## src/rtl/f_pc_unit_pkg.sv

```systemverilog
// Shared fetch-stage constants: exception-code width/values, default PCs and the
// next-PC source select used by f_pc_unit.
package f_pc_unit_pkg;

    localparam int EXCCODE_SIZE = 5;

    localparam logic [EXCCODE_SIZE-1:0] EXC_NONE = 5'd0;
    localparam logic [EXCCODE_SIZE-1:0] EXC_ADEL = 5'd4;

    localparam logic [31:0] PC_RESET         = 32'h0000_3000;
    localparam logic [31:0] PC_HANDLER       = 32'h0000_4180;
    localparam logic [31:0] IM_BASE_DEFAULT  = 32'h0000_3000;
    localparam logic [31:0] IM_BYTES_DEFAULT = 32'h0000_3000;

    typedef enum logic [2:0] {
        SEL_SEQ,
        SEL_BRANCH,
        SEL_ERET,
        SEL_HOLD,
        SEL_HANDLER
    } pc_sel_e;

    typedef struct packed {
        logic [31:0]             pc;
        logic [31:0]             instr;
        logic [EXCCODE_SIZE-1:0] exc_code;
        logic                    bd;
    } f_bundle_t;

    // Window compare widened to 33 bits so base+bytes cannot wrap past 2^32.
    function automatic logic in_window(input logic [31:0] addr,
                                       input logic [31:0] base,
                                       input logic [31:0] bytes);
        logic [32:0] a;
        logic [32:0] lo;
        logic [32:0] hi;
        a  = {1'b0, addr};
        lo = {1'b0, base};
        hi = {1'b0, base} + {1'b0, bytes};
        return (a >= lo) && (a < hi);
    endfunction

endpackage

```

## src/rtl/f_addr_check.sv

```systemverilog
// Combinational word-alignment and window check; returns AdEL for a bad address.
// Shared by instruction fetch and D-stage data loads.
module f_addr_check
    import f_pc_unit_pkg::*;
#(
    parameter logic [31:0] BASE  = IM_BASE_DEFAULT,
    parameter logic [31:0] BYTES = IM_BYTES_DEFAULT
) (
    input  logic [31:0]             addr,
    output logic [EXCCODE_SIZE-1:0] exc_code
);

    always_comb begin
        exc_code = EXC_NONE;
        if ((addr[1:0] != 2'b00) || !in_window(addr, BASE, BYTES)) begin
            exc_code = EXC_ADEL;
        end
    end

endmodule

```

## src/rtl/f_pc_unit.sv

```systemverilog
// Fetch PC register, next-PC selection and F-stage bundle for the P7 MIPS core.
// Optional FETCH_STAT_EN adds fetch_cnt / redirect_cnt statistics outputs.
module f_pc_unit
    import f_pc_unit_pkg::*;
#(
    parameter logic [31:0] RESET_PC   = PC_RESET,
    parameter logic [31:0] HANDLER_PC = PC_HANDLER,
    parameter logic [31:0] IM_BASE    = IM_BASE_DEFAULT,
    parameter logic [31:0] IM_BYTES   = IM_BYTES_DEFAULT
) (
    input  logic                    clk,
    input  logic                    reset,
    input  logic                    req,
    input  logic                    stall,
    input  logic                    D_eret,
    input  logic [31:0]             epc,
    input  logic                    D_jump,
    input  logic                    D_taken,
    input  logic [31:0]             D_target,
    output logic [31:0]             i_inst_addr,
    input  logic [31:0]             i_inst_rdata,
    output logic [31:0]             F_PC,
    output logic [31:0]             F_instr,
    output logic [EXCCODE_SIZE-1:0] F_ExcCode,
    output logic                    F_BD
`ifdef FETCH_STAT_EN
    ,
    output logic [31:0]             fetch_cnt,
    output logic [31:0]             redirect_cnt
`endif
);

    logic [31:0]             pc;
    logic [31:0]             next_pc;
    pc_sel_e                 sel;
    logic [EXCCODE_SIZE-1:0] fetch_exc;
    f_bundle_t               f_out;

    // Same priority as the F/D register: req beats stall; reset is handled in the register.
    always_comb begin
        sel = SEL_SEQ;
        if (req) begin
            sel = SEL_HANDLER;
        end else if (stall) begin
            sel = SEL_HOLD;
        end else if (D_eret) begin
            sel = SEL_ERET;
        end else if (D_taken) begin
            sel = SEL_BRANCH;
        end
    end

    always_comb begin
        next_pc = pc + 32'd4;
        case (sel)
            SEL_HANDLER: next_pc = HANDLER_PC;
            SEL_HOLD:    next_pc = pc;
            SEL_ERET:    next_pc = epc;
            SEL_BRANCH:  next_pc = D_target;
            default:     next_pc = pc + 32'd4;
        endcase
    end

    always_ff @(posedge clk) begin
        if (!reset) begin
            pc <= RESET_PC;
        end else begin
            pc <= next_pc;
        end
    end

    f_addr_check #(
        .BASE  (IM_BASE),
        .BYTES (IM_BYTES)
    ) u_fetch_check (
        .addr     (pc),
        .exc_code (fetch_exc)
    );

    // eret has no delay slot: the slot instruction is turned into a clean bubble.
    always_comb begin
        f_out.pc       = pc;
        f_out.bd       = D_jump & ~D_eret;
        f_out.exc_code = fetch_exc;
        f_out.instr    = (fetch_exc == EXC_NONE) ? i_inst_rdata : 32'd0;
        if (D_eret) begin
            f_out.instr    = 32'd0;
            f_out.exc_code = EXC_NONE;
        end
    end

    assign i_inst_addr = pc;
    assign F_PC        = f_out.pc;
    assign F_instr     = f_out.instr;
    assign F_ExcCode   = f_out.exc_code;
    assign F_BD        = f_out.bd;

`ifdef FETCH_STAT_EN
    always_ff @(posedge clk) begin
        if (!reset) begin
            fetch_cnt    <= 32'd0;
            redirect_cnt <= 32'd0;
        end else begin
            if ((sel == SEL_SEQ) || (sel == SEL_BRANCH)) begin
                fetch_cnt <= fetch_cnt + 32'd1;
            end
            if ((sel == SEL_HANDLER) || (sel == SEL_ERET) || (sel == SEL_BRANCH)) begin
                redirect_cnt <= redirect_cnt + 32'd1;
            end
        end
    end
`endif

endmodule
```

## config.mk

```make
export PLATFORM = sky130hd
export DESIGN_NAME = f_pc_unit
export DESIGN_NICKNAME = d
export VERILOG_FILES = /design/src/rtl/f_pc_unit_pkg.sv /design/src/rtl/f_addr_check.sv /design/src/rtl/f_pc_unit.sv
export SDC_FILE = /design/constraint.sdc
export NUM_CORES = 1
export LEC_CHECK = 0
export BUFFER_PORTS_ARGS = -buffer_cell sky130_fd_sc_hd__buf_2
export CAP_MARGIN = 30
export CELL_PAD_IN_SITES_DETAIL_PLACEMENT = 0
export CELL_PAD_IN_SITES_GLOBAL_PLACEMENT = 1
export CORE_ASPECT_RATIO = 2
export CORE_MARGIN = 8
export CORE_UTILIZATION = 28
export CTS_BUF_LIST = sky130_fd_sc_hd__clkbuf_4 sky130_fd_sc_hd__clkbuf_8
export CTS_CLUSTER_SIZE = 24
export DETAILED_ROUTE_END_ITERATION = 10
export GPL_TIMING_DRIVEN = 0
export PLACE_DENSITY = 0.95
export SYNTH_ARGS = -nofsm -noshare
export SYNTH_HDL_FRONTEND = slang
export SYNTH_SLANG_ARGS = --single-unit
```

## constraint.sdc

```tcl
create_clock -name clk -period 2.67 [get_ports clk]
set_clock_uncertainty 0.2 [all_clocks]
set_input_delay 0.534 -clock clk [delete_from_list [all_inputs] [get_ports clk]]
set_output_delay 0.534 -clock clk [all_outputs]
set_load 0.01 [all_outputs]
```

Yosys cells after proc, flatten, opt, wreduce, memory -nomap -nowiden --
Index checks and enable logic that the tools add are counted.
Storage, ports and cells: output and inout bits 102, word-level logic and storage cells 23, register bits 32, input port bits 103
Cells by class: bitwise gates (word level) 2, add/sub/neg operators 1, equality and inequality tests 4, $lt $le $gt $ge 2, reduce and logical (&&, ||, !) cells 5, mux-type cells 8
Operators with widths (number):
- one-hot mux 32 bit (4 select lines) | 1
- two-way mux 37 bit | 1
- adder 32 x 3 -> 32 bit (second input constant) | 1
- >= comparator 32 x 14 -> 1 bit (second input constant) | 1
- < comparator 32 x 15 -> 1 bit (second input constant) | 1
- two-way mux 32 bit | 1
- equality test 3 x 2 -> 1 bit (second input constant) | 2
- two-way mux 3 bit | 2
- zero test 5 bit | 1
- two-way mux 2 bit | 2
- equality test 3 x 1 -> 1 bit (second input constant) | 1
- equality test 3 bit (second input constant) | 1
- nonzero test 2 bit | 1
- bitwise AND 1 bit | 1
- logical AND 1 bit | 1
- zero test 1 bit | 1
- logical OR 1 bit | 1
- two-way mux 1 bit | 1
- NOT 1 bit | 1

Longest topological paths before layout --
Gate-level depths: netlist of the first run.
depth in word-level cells 8, depth in mapped cells 7, mapped depth without buffers 6

Hierarchy --
From an unflattened synthesis of the first run, not the netlist that was laid out.
Second synthesis, totals: cells, all modules 397, area, all modules 2877.8 um2
Modules (own cells, without submodules):
- f_pc_unit | area each 2767.7 um2, seq. area each 640.6 um2, times used 1, cells each 382
- f_addr_check | area each 110.1 um2, seq. area each 0.0 um2, times used 1, cells each 15

Worst setup path before layout of the first run --
Ideal clock, no wire load.
path kind reg2out, from reg pc[22] (netlist: F_PC[22]), to out F_instr[10], arrival 1584 ps, setup slack 352 ps, path buffers 2, data required time 1936 ps, stages on the path, launching flop included 7, cells stage by stage dfxtp_1 -> clkbuf_1 -> nor4_1 -> nand3_1 -> nor3_1 -> clkbuf_1 -> and2_1
On the way: cells in the longest elaborated chain, start to end 8
RTL lines:
- start, declared | line f_pc_unit.sv:33 | logic [31:0] pc;
- start signal, assigned | line f_pc_unit.sv:68 | pc <= next_pc;
- >= comparator 32 x 14 -> 1 bit / < comparator 32 x 15 -> 1 bit (equally long branches) | line f_pc_unit_pkg.sv:40 | return (a >= lo) && (a < hi);
- logical AND 1 bit (*) | line f_pc_unit_pkg.sv:40
- zero test 1 bit (*) | line f_addr_check.sv:15 | if ((addr[1:0] != 2'b00) || !in_window(addr, BASE, BYTES)) begin
- logical OR 1 bit (*) | line f_addr_check.sv:15
- two-way mux 3 bit (*) | line f_addr_check.sv:15
- zero test 5 bit (*) | line f_pc_unit.sv:85 | f_out.instr = (fetch_exc == EXC_NONE) ? i_inst_rdata : 32'd0;
- two-way mux 32 bit (*) | line f_pc_unit.sv:85
- two-way mux 37 bit (*) | line f_pc_unit.sv:86 | if (D_eret) begin
- end, declared | line f_pc_unit.sv:23 | output logic [31:0] F_instr,
Every way passes the cells marked *; elsewhere a longest branch is shown, timed or not.

Worst setup path after layout of the first run --
from reg pc[14] (netlist: F_PC[14]), to out F_instr[22]
Same word-level chain as after synthesis.

==> results of run 1 <==
==> cell families after synthesis <==
kind of cell,count (synthesis)
buffers and inverters,76
AOI/OAI and AO/OA,122
muxes,3
other,1
and+or+nand+nor,158
DFF,32
adders and majority gates,2
==> synth_stat cells, types with 2 or more instances <==
master and number:
a211oi_1 4, a21oi_1 31, a221o_1 6, a221oi_1 11, a22oi_1 11, a2bb2oi_1 2
a311oi_1 3, a31oi_1 7, and2_1 32, and3_1 6, and3_2 2, buf_1 5
buf_2 4, buf_4 36, clkbuf_1 15, dfxtp_1 32, ha_1 2, inv_1 14
mux2i_1 3, nand2_1 17, nand2b_1 2, nand3_1 17, nand3b_1 6, nand4_1 6
nor2_1 42, nor2b_1 3, nor3_1 11, nor3b_1 2, nor4_1 4, o211a_1 2
o21ai_0 21, o21bai_1 2, o221a_2 5, o221ai_1 2, o22ai_1 3, o2bb2a_1 4
or2_2 2
==> cell usage in the layout, fill, tap and decap left out, drive strengths merged, types with 2 or more instances in the layout <==
| cell type | count |
|---|---|
| or2 | 2 |
| o21ai | 21 |
| nand3b | 6 |
| a211oi | 4 |
| mux2i | 3 |
| a221o | 6 |
| clkbuf | 21 |
| nor3 | 11 |
| nor2b | 3 |
| nor2 | 42 |
| nand3 | 17 |
| a2bb2oi | 2 |
| nand4 | 7 |
| o21bai | 2 |
| o22ai | 3 |
| o211a | 2 |
| nand2 | 17 |
| a221oi | 11 |
| nor3b | 2 |
| dfxtp | 32 |
| nor4 | 6 |
| o2bb2a | 4 |
| inv | 14 |
| a22oi | 11 |
| ha | 2 |
| conb | 4 |
| a21oi | 31 |
| o221a | 5 |
| buf | 250 |
| a311oi | 3 |
| a31oi | 7 |
| and2 | 33 |
| and3 | 8 |
| nand2b | 2 |
| o221ai | 2 |
==> stage by stage <==
| step | cell area (um^2) | setup WS [ns] | power, W |
|---|---|---|---|
| 5_1_grt | 4365 | -0.04740 | 0.001652 |
| 6_report | 4365 | 0.005292 | 0.001575 |
| 3_5_place_dp | 4026 | -0.5250 | 0.001011 |
| 3_3_place_gp | 4026 | -0.4882 | 0.001003 |
| 4_1_cts | 4275 | 0.009313 | 0.001574 |
| 2_1_floorplan | 2856 | 0.3517 | 0.0007870 |
==> power by group <==
group	leakage [nW]	internal [W]	total (W)	switching, W
combinational	1.92	0.000238	0.000489	0.000251
clock	0.0645	0.000330	0.000535	0.000205
sequential	0.266	0.000499	0.000551	0.0000518
==> critical path: cells and delay by family (launching register included) <==
family / cells / cell delay [ns]
buffers and inverters: 4 / 0.52
and+or+nand+nor: 3 / 0.48
DFF: 1 / 0.42
AOI/OAI and AO/OA: 1 / 0.20
==> worst max path at each step <==
stage                   from           to  slack (ns)  cells past startpoint
floorplan           F_PC[22]  F_instr[10]        0.35                      6
global placement    F_PC[22]   F_instr[2]       -0.49                      7
detailed placement  F_PC[22]   F_instr[2]       -0.53                      7
CTS                 F_PC[29]  F_instr[22]       0.009                      7
global route        F_PC[26]  F_instr[22]       -0.05                      7
finish              F_PC[14]  F_instr[22]       0.005                      8
==> layer usage <==
| layer | vias to the layer above | track usage [%] | part of all wire [%] |
|---|---|---|---|
| met1 | 1793 | 17.56 | 33 |
| met4 | 0 | 11.57 | 4.5 |
| met5 | - | 0 | 0 |
| li1 | 1832 | - | - |
| met3 | 35 | 5.739 | 8.0 |
| met2 | 203 | 38.88 | 55 |
==> area by class of cell <==
| class | instances | area [um^2] |
|---|---|---|
| Multi-Input combinational cell | 289 | 1887 |
| Clock buffer | 7 | 96.34 |
| Timing Repair Buffer | 206 | 1065 |
| Fill cell | 1099 | 5654 |
| Clock inverter | 1 | 30.03 |
| Inverter | 15 | 56.30 |
| Buffer | 59 | 399.1 |
| Sequential cell | 32 | 663.1 |
| Tap cell | 135 | 168.9 |
==> what timing repair did <==
item	in CTS	in global routing
setup endpoints to repair	32	35
buffers inserted	1	5
hold buffers	0	0
gates resized for setup	31	16
pin swaps	6	5
==> qor.yml, run 1 <==
outcome:
  status: "finished, final reports clean"
worst_setup_path:
  required_ns: 1.94
  crit_path_max_fanout: 10
  cp-end-kind: "output pin"
  timing.rr.start: "F_PC[3]"
  slowest_delay_ns: 0.42
  regToRegSetupSlack_ns: 0.18
  reg2reg_to: "F_PC[28]"
  arrival_ns: 1.93
  ff2ff_path_depth: 7
  start_kind: "flip-flop"
  crit_chain: "inv_1 > o21ai_2 > nand3_2 > nor3_4 > buf_6 > clkbuf_8 > and2_1 > buf_2"
  slowest_stage: "dfxtp_2"
  critPathKind: "flip-flop to output pin"
yosys:
  synth_top_cells_by_area: "dfxtp_1, buf_4, and2_1"
  synth_xor_area_share_pct: 0
  ys_ff_latch: 32
  syn_area_per_cell_um2: 7.221
  async_flop_share_pct: 0
  syn_area_um2: 2845
  synth-compound-area-share_pct: 30.08
  synth_top_family_by_area: "simple AND/OR/NAND/NOR gates"
  synth.area.mux_share_pct: 1.055
  ys_dominant_reg_cell: "dfxtp_1"
  yosys.area.top_type: "dfxtp_1"
  ys_types: 54
  yosysWarningCount: 0
  synth_seq_area_share_pct: 22.52
  netlist_instances: 394
  synth-simple-area-share_pct: 30.21
  synth.top_cell.area_share_pct: 22.52
  synth_edf_count: 0
  yosys.area_share.adder_pct: 0.8795
cells_and_area:
  insertedDiodeCount: 0
  largest_reg_flops: 32
  instances_no_fill: 744
  nets: 713
  synthToLayoutAreaGrowth_pct: 53.43
  drive_gt1_share_pct: 48.44
  final_util_pct: 43.57
clock_network:
  cts_max_path_buffers: 2
  h-tree-depth: 2
  clockRootBuffer: "clkbuf_8"
  path_clk_slew_ns: 0.07
  clock_latency_ns: 0.30
  cts_tree: "done"
  cts_buffers: 5
  numClockSinks: 32
placed_design:
  place_hpwl_um: 11630
  portBuffers: 200
  dpl.cell_count: 732
  place.gp.congestion: 0.9148
run:
  drv_cap: 0
sta:
  setup_tns_ns: 0
  rsz0062_at_grt: "yes"
  hold_viol: 0
  slew_violations: 0
  min_period_ns: 2.665
  fmax_mhz: 375.3
  timing.slew.headroom_pct: 55.38
  worstMarginPinSlew_ns: 0.6692
  finalCritPeriodShare_pct: 99.80
  setup_viol: 0
  timing.hold.ws_ns: 0.3427
global_route:
  gr-total-overflow: 0
  antenna_found_initial: 0
  grt_pass1_wl_um: 21200
  grt_max_degree: 12
  grt_pass1_vias: 4128
  grtUsageTotal_pct: 20.14
hold_path:
  hp-start: "F_PC[14]"
  min_path_type: "flip-flop to flip-flop"
  holdPathStages: 2
  worstHoldEndpoint: "F_PC[14]"
floorplanning:
  initial_core_util_pct: 28.40
  dieWidth_um: 87.28
  core_area_um2: 10020
  dieArea_um2: 13840
  ioPinCount: 205
  die_y_um: 158.6
  rows: 52
pwr:
  p_leak_nw: 2.250
  power_density_nw_per_um2: 360.8
  peakVddDrop_mv: 0.1731
routing:
  drc_errors: 0
  wl_per_cell_um: 19.04
  drt_pre_antenna_iters: 4
  ant_nets: 0
  routed_wirelength_um: 14170
  vias_per_cell: 5.192
  vias: 3863
  first_iter_violations: 217
(Power assumes the default switching activity.)
==> run 2: changes to the inputs <==
==> constraint.sdc (replaced) <==
create_clock -name clk -period 2.67 [get_ports clk]
set_clock_uncertainty 0.2 [all_clocks]
set_input_delay 0.1335 -clock clk [delete_from_list [all_inputs] [get_ports clk]]
set_output_delay 0.1335 -clock clk [all_outputs]
set_load 0.01 [all_outputs]
==> qor.yml, run 2 (synthesis results as in run 1) <==
hold_path:
  worstHoldEndpoint: "F_PC[0]"
  hp-start: "D_target[0]"
  holdPathStages: 5
  min_path_type: "input port to flip-flop"
global_route:
  grt_pass1_wl_um: 21070
  antenna_found_initial: 0
  grt_pass1_vias: 4108
  grt_max_degree: 11
  gr-total-overflow: 0
  grtUsageTotal_pct: 20.01
sta:
  hold_viol: 0
  fmax_mhz: 394.6
  setup_viol: 0
  rsz0062_at_grt: "yes"
  min_period_ns: 2.534
  slew_violations: 0
  worstMarginPinSlew_ns: 0.7300
  finalCritPeriodShare_pct: 94.91
  timing.slew.headroom_pct: 51.34
routing:
  ant_nets: 0
  wl_per_cell_um: 18.99
  drc_errors: 0
  route.met3.wl_um: 1273
  first_iter_violations: 272
  routed_wirelength_um: 14050
  wl_met2_um: 7764
  vias: 3848
  drt_pre_antenna_iters: 4
  top_layer_used: "met4"
  m1WireLength_um: 4581
  vias_per_cell: 5.200
worst_setup_path:
  cp-end-kind: "output pin"
  critPathKind: "flip-flop to output pin"
  regToRegSetupSlack_ns: 0.18
  ff2ff_path_depth: 7
  reg2reg_to: "F_PC[28]"
  arrival_ns: 2.20
  start_kind: "flip-flop"
  timing.rr.start: "F_PC[3]"
  crit_path_max_fanout: 10
  required_ns: 2.34
clock_network:
  cts_tree: "done"
  post_cts_buffers: 0
  h-tree-depth: 2
  path_clk_slew_ns: 0.08
  cts_buffers: 5
  clockRootBuffer: "clkbuf_8"
  cts_max_path_buffers: 2
  clock_latency_ns: 0.30
  numClockSinks: 32
pwr:
  p_total_w: 0.001549
  peakVddDrop_mv: 0.1733
  p_leak_nw: 2.179
  power_density_nw_per_um2: 368.2
floorplanning:
  dieArea_um2: 13840
  die_y_um: 158.6
  ioPinCount: 205
  dieWidth_um: 87.28
  core_area_um2: 10020
  initial_core_util_pct: 28.40
  rows: 52
cells_and_area:
  synthToLayoutAreaGrowth_pct: 47.85
  final_cell_mix: "buf_2, nor2_1, buf_4"
  instances_no_fill: 740
  insertedDiodeCount: 0
  final_util_pct: 41.98
  drive_gt1_share_pct: 44.30
  num-fill-cells: 1112
  final_common_cell: "buf_2"
  nets: 709
  largest_reg_flops: 32
outcome:
  status: "finished, final reports clean"
placed_design:
  place.gp.congestion: 0.9148
  portBuffers: 200
  place_hpwl_um: 11630
  dpl.cell_count: 732
run:
  drv_cap: 0
run 2: cell count changes in the layout (fill, tap and decap cells not counted), moves of 3 or more:
cell	before	now
dfxtp_2	9	0
nor4_4	6	3
buf_4	42	37
buf_6	3	0
buf_2	201	206
dfxtp_4	3	0
dfxtp_1	20	32
clkbuf_8	10	7
run 2: layout make-up:
class | instances | area, um^2 | share of cell area (%)
well taps | 135 | 168.9 | 4.015
plain buffers | 60 | 376.6 | 8.953
clock inverters | 1 | 30.03 | 0.7139
inverters | 15 | 56.30 | 1.338
flip-flops and latches | 32 | 640.6 | 15.23
multi-input cells | 289 | 1827 | 43.43
repair buffers | 201 | 1011 | 24.03
clock buffers | 7 | 96.34 | 2.290
run 2: where the power goes:
group	switching [W]	internal, W	leakage [nW]	total (W)
clock network	0.000208	0.000330	0.0645	0.000538
registers	0.0000479	0.000499	0.262	0.000547
logic	0.000246	0.000217	1.85	0.000464
total	0.000502	0.00105	2.18	0.00155
run 2: repair_timing:
item | CTS | global route
hold buffers | 1 | 0
pin swaps | 0 | 1
setup endpoints to repair | 32 | 33
hold endpoints to repair | 4 | 0
gates resized for setup | 7 | 8
run 2: metal layers:
layer	track usage (%)	vias up
met5	0	-
li1	-	1827
met4	10.83	0
met2	38.88	208
met3	5.791	21
met1	17.44	1792
run 2: critical path: stages, from the launching register on:
cell and delay (ns):
dfxtp_1 0.33, clkbuf_1 0.20, nor4_2 0.31, nand3_1 0.20, nor3_4 0.31, buf_2 0.23, and2_1 0.17, buf_2 0.14
run 2: how the worst max path moves through the flow:
stage,start,to,slack (ns),depth (start not counted)
global route,F_PC[16],F_instr[18],-0.01,7
detailed placement,F_PC[22],F_instr[2],-0.12,7
floorplan,F_PC[7],F_PC[19],0.55,5
global placement,F_PC[22],F_instr[2],-0.09,7
finish,F_PC[16],F_instr[22],0.14,7
CTS,F_PC[14],F_instr[2],0.001,7
run 2: stage by stage:
step / setup TNS [ns] / cell area (um^2) / setup WS (ns) / hold slack [ns]
floorplan: 0 / 2856 / 0.5531 / 0.07187
global placement: -0.9592 / 4026 / -0.08774 / 0.2791
detailed placement: -2.261 / 4026 / -0.1245 / 0.2844
CTS: 0 / 4193 / 0.001026 / 0.01569
global route: -0.01722 / 4207 / -0.009711 / 0.08172
finish: 0 / 4207 / 0.1359 / 0.02059
==> run 3: changes to the inputs <==
Clock period 2.67 ns to 2.5 ns, I/O delays scaled along.
==> qor.yml, run 3 (synthesis results as in run 1) <==
cells_and_area:
  insertedDiodeCount: 0
  final_common_cell: "buf_2"
  drive_gt1_share_pct: 45.30
  fin_area_um2: 4254
  nets: 711
  final_cell_mix: "buf_2, nor2_1, buf_4"
  multiInputGateArea_um2: 1844
  largest_reg_flops: 32
  seq_area_um2: 644.4
  final_util_pct: 42.46
  synthToLayoutAreaGrowth_pct: 49.52
  num-fill-cells: 1109
global_route:
  grt_pass1_vias: 4104
  antenna_found_initial: 0
  grtUsageTotal_pct: 20.04
  gr-total-overflow: 0
  grt_max_degree: 12
  grt_pass1_wl_um: 21110
pwr:
  p_total_w: 0.001660
  peakVddDrop_mv: 0.1843
  power_density_nw_per_um2: 390.2
  p_leak_nw: 2.198
placed_design:
  portBuffers: 200
  place_hpwl_um: 11630
  dpl_cell_area_um2: 4026
  place.gp.congestion: 0.9148
routing:
  routed_wirelength_um: 14040
  top_layer_used: "met4"
  m1WireLength_um: 4601
  drt_pre_antenna_iters: 4
  vias: 3866
  route.met3.wl_um: 1135
  drc_errors: 0
  wl_per_cell_um: 18.92
  vias_per_cell: 5.210
  wl_met2_um: 7773
  ant_nets: 0
  first_iter_violations: 225
worst_setup_path:
  slowest_delay_ns: 0.40
  timing.rr.start: "F_PC[3]"
  slowest_stage: "dfxtp_1"
  crit_chain: "nor4_1 > nand3_1 > nor3_4 > buf_4 > and2_1 > buf_2"
  start_kind: "flip-flop"
  required_ns: 2.17
  cp-startpoint: "F_PC[23]"
  critPathKind: "flip-flop to output pin"
  arrival_ns: 2.10
  cp-end-kind: "output pin"
  crit_path_max_fanout: 10
clock_network:
  path_clk_slew_ns: 0.08
  clock_latency_ns: 0.30
  cts_max_path_buffers: 2
  clockRootBuffer: "clkbuf_8"
  cts_tree: "done"
  h-tree-depth: 2
  numClockSinks: 32
  cts_buffers: 5
hold_path:
  min_path_type: "input port to flip-flop"
  hp-start: "D_target[17]"
outcome:
  status: "finished, final reports clean"
sta:
  min_period_ns: 2.429
  timing.slew.headroom_pct: 50.11
  rsz0062_at_grt: "yes"
  slew_violations: 0
  finalCritPeriodShare_pct: 97.16
  setup_viol: 0
  worstMarginPinSlew_ns: 0.7483
  hold_viol: 0
  fmax_mhz: 411.7
floorplanning:
  initial_core_util_pct: 28.40
  ioPinCount: 205
  rows: 52
  dieWidth_um: 87.28
  die_y_um: 158.6
  dieArea_um2: 13840
  core_area_um2: 10020
run:
  drv_cap: 0
## run 3: cell count changes in the layout (fill, tap and decap cells not counted)
cell,change
buf_2,-2
buf_4,+3
clkbuf_8,+1
dfxtp_1,-3
dfxtp_2,+3
nor2_1,-1
nor2_2,+1
nor4_1,-1
nor4_4,+1
## run 3: final cells by class
type                       instances  share of cell area [%]
multi-input combinational        289                   43.35
buffer                            60                   9.118
tap                              135                   3.971
clock buffer                       7                   2.265
sequential                        32                   15.15
inverter                          15                   1.324
timing repair buffer             203                   24.12
clock inverter                     1                  0.7059
## run 3: per-stage QoR
| stage | hold WS [ns] | setup TNS [ns] | instances | worst slack (ns) |
|---|---|---|---|---|
| 5_1_grt | 0.07321 | -0.03001 | 742 | -0.01815 |
| 2_1_floorplan | 0.06337 | 0 | 397 | 0.3831 |
| 6_report | 0.01571 | 0 | 742 | 0.07099 |
| 4_1_cts | 0.007190 | 0 | 740 | 0.02787 |
| 3_5_place_dp | 0.2759 | -7.323 | 732 | -0.2860 |
| 3_3_place_gp | 0.2706 | -6.053 | 732 | -0.2492 |
## run 3: what timing repair did
action	CTS	global route
hold endpoints to repair	4	0
buffers inserted	0	2
setup endpoints to repair	35	36
gates resized for setup	15	8
pin swaps	3	3
hold buffers	1	0
## run 3: worst paths after layout
check	to	slack, ns	depth (start not counted)
setup / recovery	F_instr[22]	0.07	6
hold / removal	F_PC[17]	0.02	5
setup reg to reg	F_PC[28]	0.11	7
hold reg to reg	F_PC[14]	0.34	2
## run 3: power by group
group          switching (W)  internal, W
combinational       0.000263     0.000237
sequential         0.0000519     0.000534
clock               0.000222     0.000352
total               0.000537      0.00112
## run 3: per-layer routing
metal  GRT usage (%)  vias to the layer above
met5               0                        -
met4           10.74                        0
li1                -                     1827
met2           38.92                      196
met3           5.739                       29
met1           17.56                     1814
## run 3: critical path, delay by kind of cell (launching register included)
kind / cells / cell delay, ns
and+or+nand+nor: 4 / 1.05
DFF: 1 / 0.40
buffers and inverters: 2 / 0.35
